[config.mk]
export PLATFORM = sky130hd
export DESIGN_NAME = enet_tx_sched
export DESIGN_NICKNAME = d
export VERILOG_FILES = /design/src/rtl/enet_tx_sched.sv
export SDC_FILE = /design/constraint.sdc
export NUM_CORES = 1
export LEC_CHECK = 0
export BUFFER_PORTS_ARGS = -buffer_cell sky130_fd_sc_hd__buf_2
export CAP_MARGIN = 10
export CORE_MARGIN = 8
export CORE_UTILIZATION = 33
export DETAILED_ROUTE_END_ITERATION = 6
export HOLD_SLACK_MARGIN = 0.15
export PLACE_DENSITY = 0.57
export SLEW_MARGIN = 10
export SYNTH_ARGS = -nofsm -noshare
export SYNTH_HDL_FRONTEND = slang
export SYNTH_SLANG_ARGS = --single-unit
[constraint.sdc]
create_clock -name tx_clk -period 1.99 [get_ports tx_clk]
set_clock_uncertainty 0.15 [all_clocks]
set_input_delay 0.0995 -clock tx_clk [delete_from_list [all_inputs] [get_ports tx_clk]]
set_output_delay 0.0995 -clock tx_clk [all_outputs]
set_load 0.03 [all_outputs]
[src/rtl/enet_tx_sched.sv]
`default_nettype none
// ============================================================================
// Module   : enet_tx_sched
// Purpose  : TX frame scheduler. It picks pause, zero-time pause or DMA data
//            frames for the MAC, inserts the inter-packet gap, and defers on
//            CRS in half duplex.
// Revision : 1.0 - initial release
// ============================================================================
module enet_tx_sched #(
  parameter int IPG_BYTES = 12
) (
  input  logic       tx_clk,
  input  logic       rst_n,
  input  logic       ether_en,
  input  logic       fden,
  input  logic       mii_select,
  input  logic       tx_stop,
  input  logic       pause_send,
  input  logic       pause_send_zero,
  input  logic       crs,
  input  logic       dma_frame_valid,
  output logic       dma_frame_grant,
  output logic       mac_start,
  output logic [1:0] mac_type,
  input  logic       mac_done,
  output logic       mac_abort,
  output logic       pause_mac_send,
  output logic       pause_mac_send_zero,
  output logic       tx_mac_stop
);

  typedef enum logic [2:0] {
    ST_IDLE  = 3'd0,
    ST_DEFER = 3'd1,
    ST_START = 3'd2,
    ST_BUSY  = 3'd3,
    ST_IPG   = 3'd4
  } state_t;

  localparam logic [5:0] C_IPG_LAST   = 6'(IPG_BYTES - 1);
  localparam logic [1:0] C_TYPE_DATA  = 2'b00;
  localparam logic [1:0] C_TYPE_PAUSE = 2'b01;
  localparam logic [1:0] C_TYPE_ZERO  = 2'b10;

  state_t     r_state, w_state_nxt;
  logic [1:0] r_mac_type, w_mac_type_nxt;
  logic [5:0] r_byte_cnt, w_byte_cnt_nxt;
  logic       r_sub, w_sub_nxt;
  logic       w_cand;
  logic [1:0] w_cand_type;
  logic       w_byte_end;

  // Zero-time pause outranks timed pause, which outranks data.
  // tx_stop only holds back data frames.
  always_comb begin
    w_cand      = pause_send_zero | pause_send | (dma_frame_valid & ~tx_stop);
    w_cand_type = C_TYPE_DATA;
    if (pause_send_zero) begin
      w_cand_type = C_TYPE_ZERO;
    end else if (pause_send) begin
      w_cand_type = C_TYPE_PAUSE;
    end
  end

  // In MII mode a byte time spans two cycles; r_sub marks the second half.
  assign w_byte_end = ~mii_select | r_sub;

  always_ff @(posedge tx_clk or negedge rst_n) begin
    if (!rst_n) begin
      r_state    <= ST_IDLE;
      r_mac_type <= C_TYPE_DATA;
      r_byte_cnt <= 6'd0;
      r_sub      <= 1'b0;
    end else begin
      r_state    <= w_state_nxt;
      r_mac_type <= w_mac_type_nxt;
      r_byte_cnt <= w_byte_cnt_nxt;
      r_sub      <= w_sub_nxt;
    end
  end

  always_comb begin
    w_state_nxt         = r_state;
    w_mac_type_nxt      = r_mac_type;
    w_byte_cnt_nxt      = r_byte_cnt;
    w_sub_nxt           = r_sub;
    mac_start           = 1'b0;
    dma_frame_grant     = 1'b0;
    mac_abort           = 1'b0;
    pause_mac_send      = 1'b0;
    pause_mac_send_zero = 1'b0;

    case (r_state)
      ST_IDLE: begin
        if (w_cand) begin
          if (fden | ~crs) begin
            w_state_nxt    = ST_START;
            w_mac_type_nxt = w_cand_type;
          end else begin
            w_state_nxt = ST_DEFER;
          end
        end
      end
      ST_DEFER: begin
        if (!crs) w_state_nxt = ST_IDLE;
      end
      ST_START: begin
        mac_start       = 1'b1;
        dma_frame_grant = (r_mac_type == C_TYPE_DATA);
        w_state_nxt     = ST_BUSY;
      end
      ST_BUSY: begin
        if (mac_done) begin
          w_state_nxt         = ST_IPG;
          w_byte_cnt_nxt      = 6'd0;
          w_sub_nxt           = 1'b0;
          pause_mac_send      = (r_mac_type == C_TYPE_PAUSE);
          pause_mac_send_zero = (r_mac_type == C_TYPE_ZERO);
        end
      end
      ST_IPG: begin
        if (w_byte_end) begin
          w_sub_nxt = 1'b0;
          if (r_byte_cnt == C_IPG_LAST) begin
            w_state_nxt = ST_IDLE;
          end else begin
            w_byte_cnt_nxt = r_byte_cnt + 6'd1;
          end
        end else begin
          w_sub_nxt = 1'b1;
        end
      end
      default: w_state_nxt = ST_IDLE;
    endcase

    // Disabling the port wins over everything, including a coincident mac_done.
    if (!ether_en) begin
      w_state_nxt         = ST_IDLE;
      w_byte_cnt_nxt      = 6'd0;
      w_sub_nxt           = 1'b0;
      pause_mac_send      = 1'b0;
      pause_mac_send_zero = 1'b0;
      mac_abort           = (r_state == ST_START) || (r_state == ST_BUSY);
    end
  end

  assign mac_type    = r_mac_type;
  // Gated by rst_n so that the level is 0 during reset even if tx_stop is held.
  assign tx_mac_stop = rst_n & tx_stop & ((r_state == ST_IDLE) || (r_state == ST_DEFER));

endmodule
`default_nettype wire

=== Word-level counts from Yosys, hierarchy flattened ===
Index checks and enable logic that the tools add are counted.

* Add/sub/neg operators: 1
* $mul: 0
* Div/mod/pow operators: 0
* Order comparisons: 0
* Equal/unequal tests: 14
* Shifts and indexed selects: 0
* Mux-type cells: 28
* Bitwise operators: 10
* Reductions and logical operators: 8

{| class="wikitable"
|+ Operators by type and width
! kind !! number
|-
| 6-bit 2-to-1 mux || 4
|-
| 3-bit 2-to-1 mux || 6
|-
| 3-bit != test (second input constant) || 6
|-
| 3-bit one-hot mux with 5 select lines || 1
|-
| 1-bit 2-to-1 mux || 13
|-
| 6-bit one-hot mux with 2 select lines || 1
|-
| 6-bit by 1-bit adder with 6-bit output (second input constant) || 1
|-
| 3-bit by 2-bit equality test with 1-bit output (second input constant) || 2
|-
| 6-bit by 4-bit equality test with 1-bit output (second input constant) || 1
|-
| 5-bit AND reduction || 1
|-
| 2-bit 2-to-1 mux || 2
|-
| 1-bit OR || 4
|-
| 4-bit AND reduction || 1
|-
| 1-bit AND || 3
|-
| 3-bit by 1-bit equality test with 1-bit output (second input constant) || 1
|-
| 3-bit equality test (second input constant) || 1
|-
| 3-bit zero test || 1
|-
| 3-bit by 1-bit != test with 1-bit output (second input constant) || 1
|-
| 1-bit inverter || 3
|-
| 3-bit AND reduction || 1
|-
| 2-bit by 1-bit equality test with 1-bit output (second input constant) || 1
|-
| 2-bit equality test (second input constant) || 1
|-
| 2-bit zero test || 1
|-
| 1-bit logical OR || 2
|-
| other kinds (2) || 2
|}

* Register bits after elaboration: 12
* Bits in latches: 0
* Bits in writable memories: 0
* Bits in read-only memories: 0
* Bits of input ports: 11
* Output and inout bits: 8
* Word-level logic and storage cells: 65
* Memories kept: 0

=== Depth between registers and ports, before layout ===
Gate-level depths: netlist of the first run.

* Depth in word-level cells: 6
* Gate-level depth with buffers: 6
* Mapped depth without buffers: 5

=== Worst setup path after synthesis of the first run ===
OpenSTA, ideal clock, no wires.

* Path kind: reg-to-output
* From: register r_state[2]
* To: output pause_mac_send_zero
* Arrival time: 1563 ps
* Data required time: 1740 ps
* Path slack: 178 ps
* Cell stages (with the launch flop): 4
* Path buffers: 0
* Path through: dfrtp_1 -> and2b_1 -> nand4_1 -> nor3b_1

* Cells in the longest elaborated chain, start to end: 3

{| class="wikitable"
|+ RTL lines
! what !! RTL line !! text
|-
| start: declaration || 45 || <nowiki>state_t r_state, w_state_nxt;</nowiki>
|-
| start signal: assignment || 75 || <nowiki>r_state <= w_state_nxt;</nowiki>
|-
| 3-bit by 2-bit equality test with 1-bit output || 93 || <nowiki>case (r_state)</nowiki>
|-
| 1-bit 2-to-1 mux || 93 ||
|-
| 1-bit 2-to-1 mux || 137 || <nowiki>if (!ether_en) begin</nowiki>
|-
| end: declaration || 28 || <nowiki>output logic pause_mac_send_zero,</nowiki>
|}

Every way passes these cells.

=== Worst setup path in the final report of the first run ===
* From: register r_state[2]
* To: register r_byte_cnt[5]

* Cells in the longest elaborated chain, start to end: 3
* Elaborated cells on any way between the ends: 9
* Classes of those cells: 6 x eq/ne; 2 x mux; 1 x reduce/logical

{| class="wikitable"
|+ RTL lines
! what !! RTL line !! text
|-
| 3-bit equality test or 3-bit by 2-bit equality test with 1-bit output (tied branches) || 93 ||
|-
| 3-bit != test (no line) (tied with other cells) || -- ||
|-
| 4-bit AND reduction (no line) or 6-bit 2-to-1 mux (tied branches) || -- ||
|-
| end signal: assignment || 77 || <nowiki>r_byte_cnt <= w_byte_cnt_nxt;</nowiki>
|-
| end: declaration || 47 || <nowiki>logic [5:0] r_byte_cnt, w_byte_cnt_nxt;</nowiki>
|}

Several ways; a longest one is shown, not always the timed one.
A chain may end at the register's enable or synchronous reset.

==> results of run 1 <==
## power by group
part / internal [mW] / switching [mW] / leakage (nW)
Sequential: 0.278 / 0.0609 / 0.160
Clock: 0.111 / 0.0885 / 0.0210
Combinational: 0.124 / 0.182 / 0.316
## synth_stat cells, types with 2 or more instances
cell / count
nor2_1: 7
dfrtp_1: 12
nor3b_2: 2
o21ai_0: 9
nand2_1: 6
mux2i_1: 5
o21bai_1: 3
nand3_1: 2
nor4_1: 2
nor3_1: 5
or4_1: 2
nand2b_1: 4
inv_1: 5
and3_1: 2
## repair_timing
action / CTS / global route
endpoints found under the setup margin: 0 / 3
gates resized for setup: 0 / 4
hold buffers: 11 / 0
hold endpoints to repair: 19 / 0
## cells in the final DEF, fill, tap and decap left out, types with 2 or more instances in the layout
cell,n
nor4_1,2
o21ai_0,9
nand3_1,2
o21bai_1,3
nor3b_2,3
dfrtp_1,11
clkbuf_4,3
nand2_1,6
and3_1,2
nand2b_1,4
mux2i_1,5
inv_1,5
nor2_1,7
buf_2,17
nor3_1,5
dlygate4sd3_1,11
buf_4,4
or4_1,2
## worst max-delay path by stage
stage,from,to,slack [ns],depth (start not counted)
global placement,r_state[2],r_byte_cnt[5],0.09,5
finish,r_state[2],r_byte_cnt[5],0.15,5
floorplan,r_state[2],pause_mac_send_zero,0.18,3
global route,ether_en,r_state[0],0.03,7
detailed placement,r_state[2],r_byte_cnt[5],0.10,5
CTS,r_state[2],pause_mac_send_zero,0.08,4
## per-stage QoR
stage          instance area [sq um]  util (%)  power, mW
6_report                        1100      45.7      0.845
3_3_place_gp                     940      39.0      0.624
2_1_floorplan                    813         -      0.545
4_1_cts                         1090      45.1      0.854
5_1_grt                         1100      45.7      0.907
3_5_place_dp                     940      39.0      0.627
## metal layers
metal | routed length, um | vias up | share of wire (%) | GRT usage, %
met4 | 0 | 0 | 0 | 1.91
met3 | 206 | 0 | 9.7 | 5.78
met2 | 964 | 23 | 45 | 16.9
li1 | - | 391 | - | -
met1 | 948 | 364 | 45 | 12.1
met5 | 0 | - | 0 | 0
## flip-flops by register name (all words and copies together), names as in the netlist
name        cells
r_byte_cnt      6
r_state         3
mac_type        2
r_sub           1
## area by class of cell
class | instances | share of cell area (%)
repair buffers | 32 | 20.5
inverters | 5 | 1.70
clock buffers | 4 | 3.30
flip-flops and latches | 12 | 27.4
well taps | 30 | 3.41
multi-input cells | 68 | 43.7
## kinds of logic (layout without fill, tap and decap cells)
family	Yosys count	after routing	share of synthesized area (%)
adders and majority gates	1	1	1.54
AOI/OAI and AO/OA	20	20	16.6
muxes	6	6	7.54
and+or+nand+nor	41	41	32.2
buffers and inverters	8	41	5.23
DFF	12	12	36.9
## worst register-to-register path: cells and delay by family, from the launching register on
family          cells  cell delay (ns)
buf+inv             1             0.20
flops               1             0.46
compound gates      1             0.13
mux                 1             0.23
simple gates        2             0.60
==> impl_metrics.csv, run 1 <==
group,metric,value,unit
run_status,status,"finished, final reports clean",
detailed_routing,via_count,778,
detailed_routing,finalWirelength,2120,um
sta,worst_hold_slack,0.183,ns
worst_hold_path,whs_endpoint,"mac_type[0]",
sta,setup_viol,0,
critical_path,worstReg2RegEnd,"r_byte_cnt[5]",
logic_synthesis,synth_top_area_share,36.9,%
critical_path,criticalPathCategory,"reg2reg",
logic_synthesis,synth_area_leader_cell,"dfrtp_1",
sta,finalCritPeriodShare,92.5,%
logic_synthesis,synth_edf_count,0,
floorplanning,pin_count,19,
power_and_ir_drop,power_per_cell_area,767,nW/um^2
cts,htree_levels,1,
critical_path,r2r-start,"r_state[2]",
grt,grt_usage,10.6,%
critical_path,cp.required,2.04,ns
logic_synthesis,ys_seq_elements,12,
sta,setup_tns,0,ns
critical_path,crit_arrival,1.89,ns
grt,antenna_found_initial,0,
place,dp_slack,0.104,ns
logic_synthesis,synthCells,88,
logic_synthesis,synth_flop_cell,"dfrtp_1",
cts,cts.root.buffer_cell,"clkbuf_4",
grt,grt_max_degree,13,
sta,max_slew_margin,60.1,%
final_layout,diodes,0,
grt,grt_overflow,0,
final_layout,multiInputGateArea,482,sq um
cts,postCtsSetupBuffers,0,
critical_path,r2r_slack,0.15,ns
sta,timing.final.crit_period,1.84,ns
logic_synthesis,syn_nets,100,
detailed_routing,postRouteAntennaNets,0,
cts,path_clk_slew,0.08,ns
critical_path,path_delay_family,"simple AND/OR/NAND/NOR gates",
sta,fin_ws,0.150,ns
cts,cts-buffers-inserted,3,
cts,cts_tree,"built",
floorplanning,core,2410,sq um
place,hpwlAfterDp,1540,um
critical_path,path_cells,"and2b_1 > a311oi_2 > buf_4 > nor4b_2 > mux2i_1",
final_layout,layout.nets,134,
sta,worstMarginPinSlew,0.597,ns
logic_synthesis,synth_area_leaders,"dfrtp_1 (37%), mux2i_1 (6.2%), o21ai_0 (5.5%)",
critical_path,endpoint_kind,"register",
logic_synthesis,yosysWarnings,0,
floorplanning,rows,18,
logic_synthesis,synth_area,813,sq um
cts,cts_sinks,12,
final_layout,seqCellArea,302,sq um
logic_synthesis,synth_seq_area_share,36.9,%
sta,grt_setup_unrepaired,"false",
logic_synthesis,ys_async_sr_fraction,100,%
worst_hold_path,holdCritPathClass,"in2reg",
cts,cts_max_path_buffers,2,
critical_path,slowest_delay,0.46,ns
final_layout,nFillCells,229,
critical_path,r2r_cells,5,
detailed_routing,viasPerCell,5.15,
critical_path,cp-start-kind,"register",
logic_synthesis,avgSynthCellArea,9.24,sq um
sta,maxSlewViolCount,0,
detailed_routing,drc_errors,0,
final_layout,drive_gt1_share,27.3,%
floorplanning,initial_utilization,33.7,%
final_layout,stdcell_count,151,
critical_path,critPathBufInv,1,
sta,timing.fmax,0.543,GHz
power_and_ir_drop,vdd_drop_max,603,uV
final_layout,areaGrowthSynthToFinish,35.4,%
place,dp_cells,136,
worst_hold_path,holdPathStages,4,
detailed_routing,routedWlPerCell,14.0,um
cts,clock_latency,0.28,ns
power_and_ir_drop,p_leak,0.497,nW
place,portBuffers,18,
critical_path,critPathMaxFanout,10,
sta,hold_violations,0,
floorplanning,fp.dieArea,4310,sq um
grt,grt_pass1_vias,827,
detailed_routing,drtIter0Drc,27,
detailed_routing,drtPass1Iterations,4,
floorplanning,die_w,65.6,um
flow_run,maxCapViolCount,0,
grt,grt_pass1_wl,3690,um
critical_path,slowest_stage,"dfrtp_1",
floorplanning,dieHeight,65.6,um
logic_synthesis,ys_types,36,
place,gp_congestion,0.886,
worst_hold_path,hp-start,"dma_frame_valid",
(Power assumes the default switching activity.)
==> inputs of run 2 (changes only) <==
Settings changed: RECOVER_POWER from default to 100.
==> run 2 against run 1 <==
Against the previous run:
- power is 1.3% lower
- cell area is 1.1% lower
- critical endpoint is now r_byte_cnt[0]
- sequential power hardly changed
- fmax is 2.1% lower
- count of clock-buffer cells in the layout stayed put
- global-route usage stayed put
- first-iteration DRC count is 3.7% higher
- largest cell class unchanged
- utilization is 0.52 points lower
- largest power group unchanged
==> impl_metrics.csv, run 2 (synthesized netlist as in run 1, its figures left out) <==
group,metric,value,unit
sta,timing.final.crit_period,1.88,ns
detailed_routing,finalWirelength,2120,um
place,place_area,940,sq um
grt,grt_max_degree,13,
cts,cts_sinks,12,
floorplanning,pin_count,19,
critical_path,critPathMostFrequentCell,"nor3_1",
power_and_ir_drop,switchingPower,0.333,mW
floorplanning,fp.dieArea,4310,sq um
cts,cts-buffers-inserted,3,
critical_path,criticalPathCategory,"reg2reg",
flow_run,maxCapViolCount,0,
critical_path,r2r_slack,0.11,ns
detailed_routing,postRouteAntennaNets,0,
detailed_routing,drtIter0Drc,28,
cts,htree_levels,1,
grt,grtUsageMet1,12.1,%
grt,grt_pass1_wl,3690,um
sta,timing.fmax,0.532,GHz
critical_path,cp.required,2.00,ns
place,dp_cells,136,
grt,grt_usage,10.6,%
sta,setup_viol,0,
sta,worstMarginPinSlew,0.596,ns
detailed_routing,viasPerCell,5.11,
sta,maxSlewViolCount,0,
final_layout,final_cell_mix,"dlygate4sd3_1 (11), dfrtp_1 (11), o21ai_0 (9)",
place,dp_slack,0.104,ns
sta,setup_tns,0,ns
critical_path,crit_arrival,1.89,ns
cts,path_clk_slew,0.08,ns
floorplanning,rows,18,
cts,clock_latency,0.28,ns
sta,grt_setup_unrepaired,"false",
sta,fin_ws,0.111,ns
run_status,status,"finished, final reports clean",
critical_path,path_cells,"or3_1 > nor3_1 > nor3_1 > mux2_1",
power_and_ir_drop,finalPower,0.834,mW
final_layout,drive_gt1_share,19.8,%
power_and_ir_drop,power.share.clock,23.9,%
final_layout,areaGrowthSynthToFinish,33.8,%
final_layout,final_core_util,45.2,%
final_layout,top_register,"r_byte_cnt",
detailed_routing,drtPass1Iterations,4,
detailed_routing,drc_errors,0,
power_and_ir_drop,p_leak,0.470,nW
place,hpwlAfterDp,1540,um
grt,antenna_found_initial,0,
place,gp_congestion,0.886,
floorplanning,die_w,65.6,um
critical_path,critPathMaxFanout,4,
grt,met2_usage,16.9,%
grt,top_usage_layer,"met2",
critical_path,slowest_stage,"or3_1",
floorplanning,dieHeight,65.6,um
cts,cts_max_path_buffers,2,
final_layout,nFillCells,233,
critical_path,endpoint_kind,"register",
detailed_routing,routedWlPerCell,14.1,um
detailed_routing,via_count,772,
final_layout,largest_reg_flops,6,
sta,worst_hold_slack,0.180,ns
power_and_ir_drop,cell_internal_pwr,0.501,mW
final_layout,stdcell_count,151,
worst_hold_path,holdCritPathClass,"in2reg",
final_layout,layout.nets,134,
power_and_ir_drop,vdd_drop_max,580,uV
grt,grt_util_met3,5.78,%
critical_path,cp-start-kind,"register",
grt,grt_overflow,0,
final_layout,fin_area,1090,sq um
sta,max_slew_margin,60.1,%
grt,grt_pass1_vias,827,
final_layout,diodes,0,
critical_path,critPathBufInv,0,
sta,finalCritPeriodShare,94.4,%
cts,postCtsSetupBuffers,0,
power_and_ir_drop,power_per_cell_area,766,nW/um^2
floorplanning,initial_utilization,33.7,%
place,portBuffers,18,
cts,cts_tree,"built",
floorplanning,core,2410,sq um
critical_path,path_delay_family,"simple AND/OR/NAND/NOR gates",
sta,hold_violations,0,
power_and_ir_drop,p_seq_share,40.7,%
power_and_ir_drop,p_comb_share,35.3,%
critical_path,slowest_delay,0.42,ns
power_and_ir_drop,sw_frac_of_total,39.9,%
cts,cts.root.buffer_cell,"clkbuf_4",
run 2: final timing paths:
kind,depth (start not counted),to,from
hold / removal,4,mac_type[0],dma_frame_valid
setup / recovery,4,r_byte_cnt[0],r_byte_cnt[2]
min in group asynchronous,3,r_state[1],rst_n
setup reg to reg,4,r_byte_cnt[0],r_byte_cnt[2]
hold reg to reg,2,r_sub,r_sub
max in group asynchronous,3,r_state[0],rst_n
run 2: worst reg2reg max path, stage by stage (launching register included):
cell and delay (ns):
dfrtp_1 0.41, or3_1 0.42, nor3_1 0.31, nor3_1 0.14, mux2_1 0.34
run 2: repair_timing:
| item | in CTS | in global routing |
|---|---|---|
| setup endpoints to repair | 0 | 3 |
| hold buffers | 11 | 0 |
| endpoints found under the hold margin | 19 | 0 |
| resized for setup | 0 | 4 |
run 2: cell type report:
type	instances	area, sq um	area share (%)
clock buffer	4	36.3	3.33
timing repair buffer	32	213	19.5
multi-input combinational	68	482	44.3
sequential	12	302	27.7
tap	30	37.5	3.45
inverter	5	18.8	1.72
run 2: power groups by stage:
| stage | sequential [mW] | clock (mW) | combinational, mW |
|---|---|---|---|
| final | 0.340 | 0.200 | 0.295 |
| after detailed placement | 0.340 | 0 | 0.288 |
| after global placement | 0.338 | 0 | 0.286 |
| after global routing | 0.348 | 0.224 | 0.324 |
| after floorplan | 0.358 | 0 | 0.187 |
| after CTS | 0.335 | 0.213 | 0.306 |
run 2: layer usage:
| metal | vias up | part of all wire, % |
|---|---|---|
| met2 | 19 | 45 |
| met4 | 0 | 0 |
| met1 | 361 | 45 |
| li1 | 392 | - |
| met3 | 0 | 9.3 |
| met5 | - | 0 |
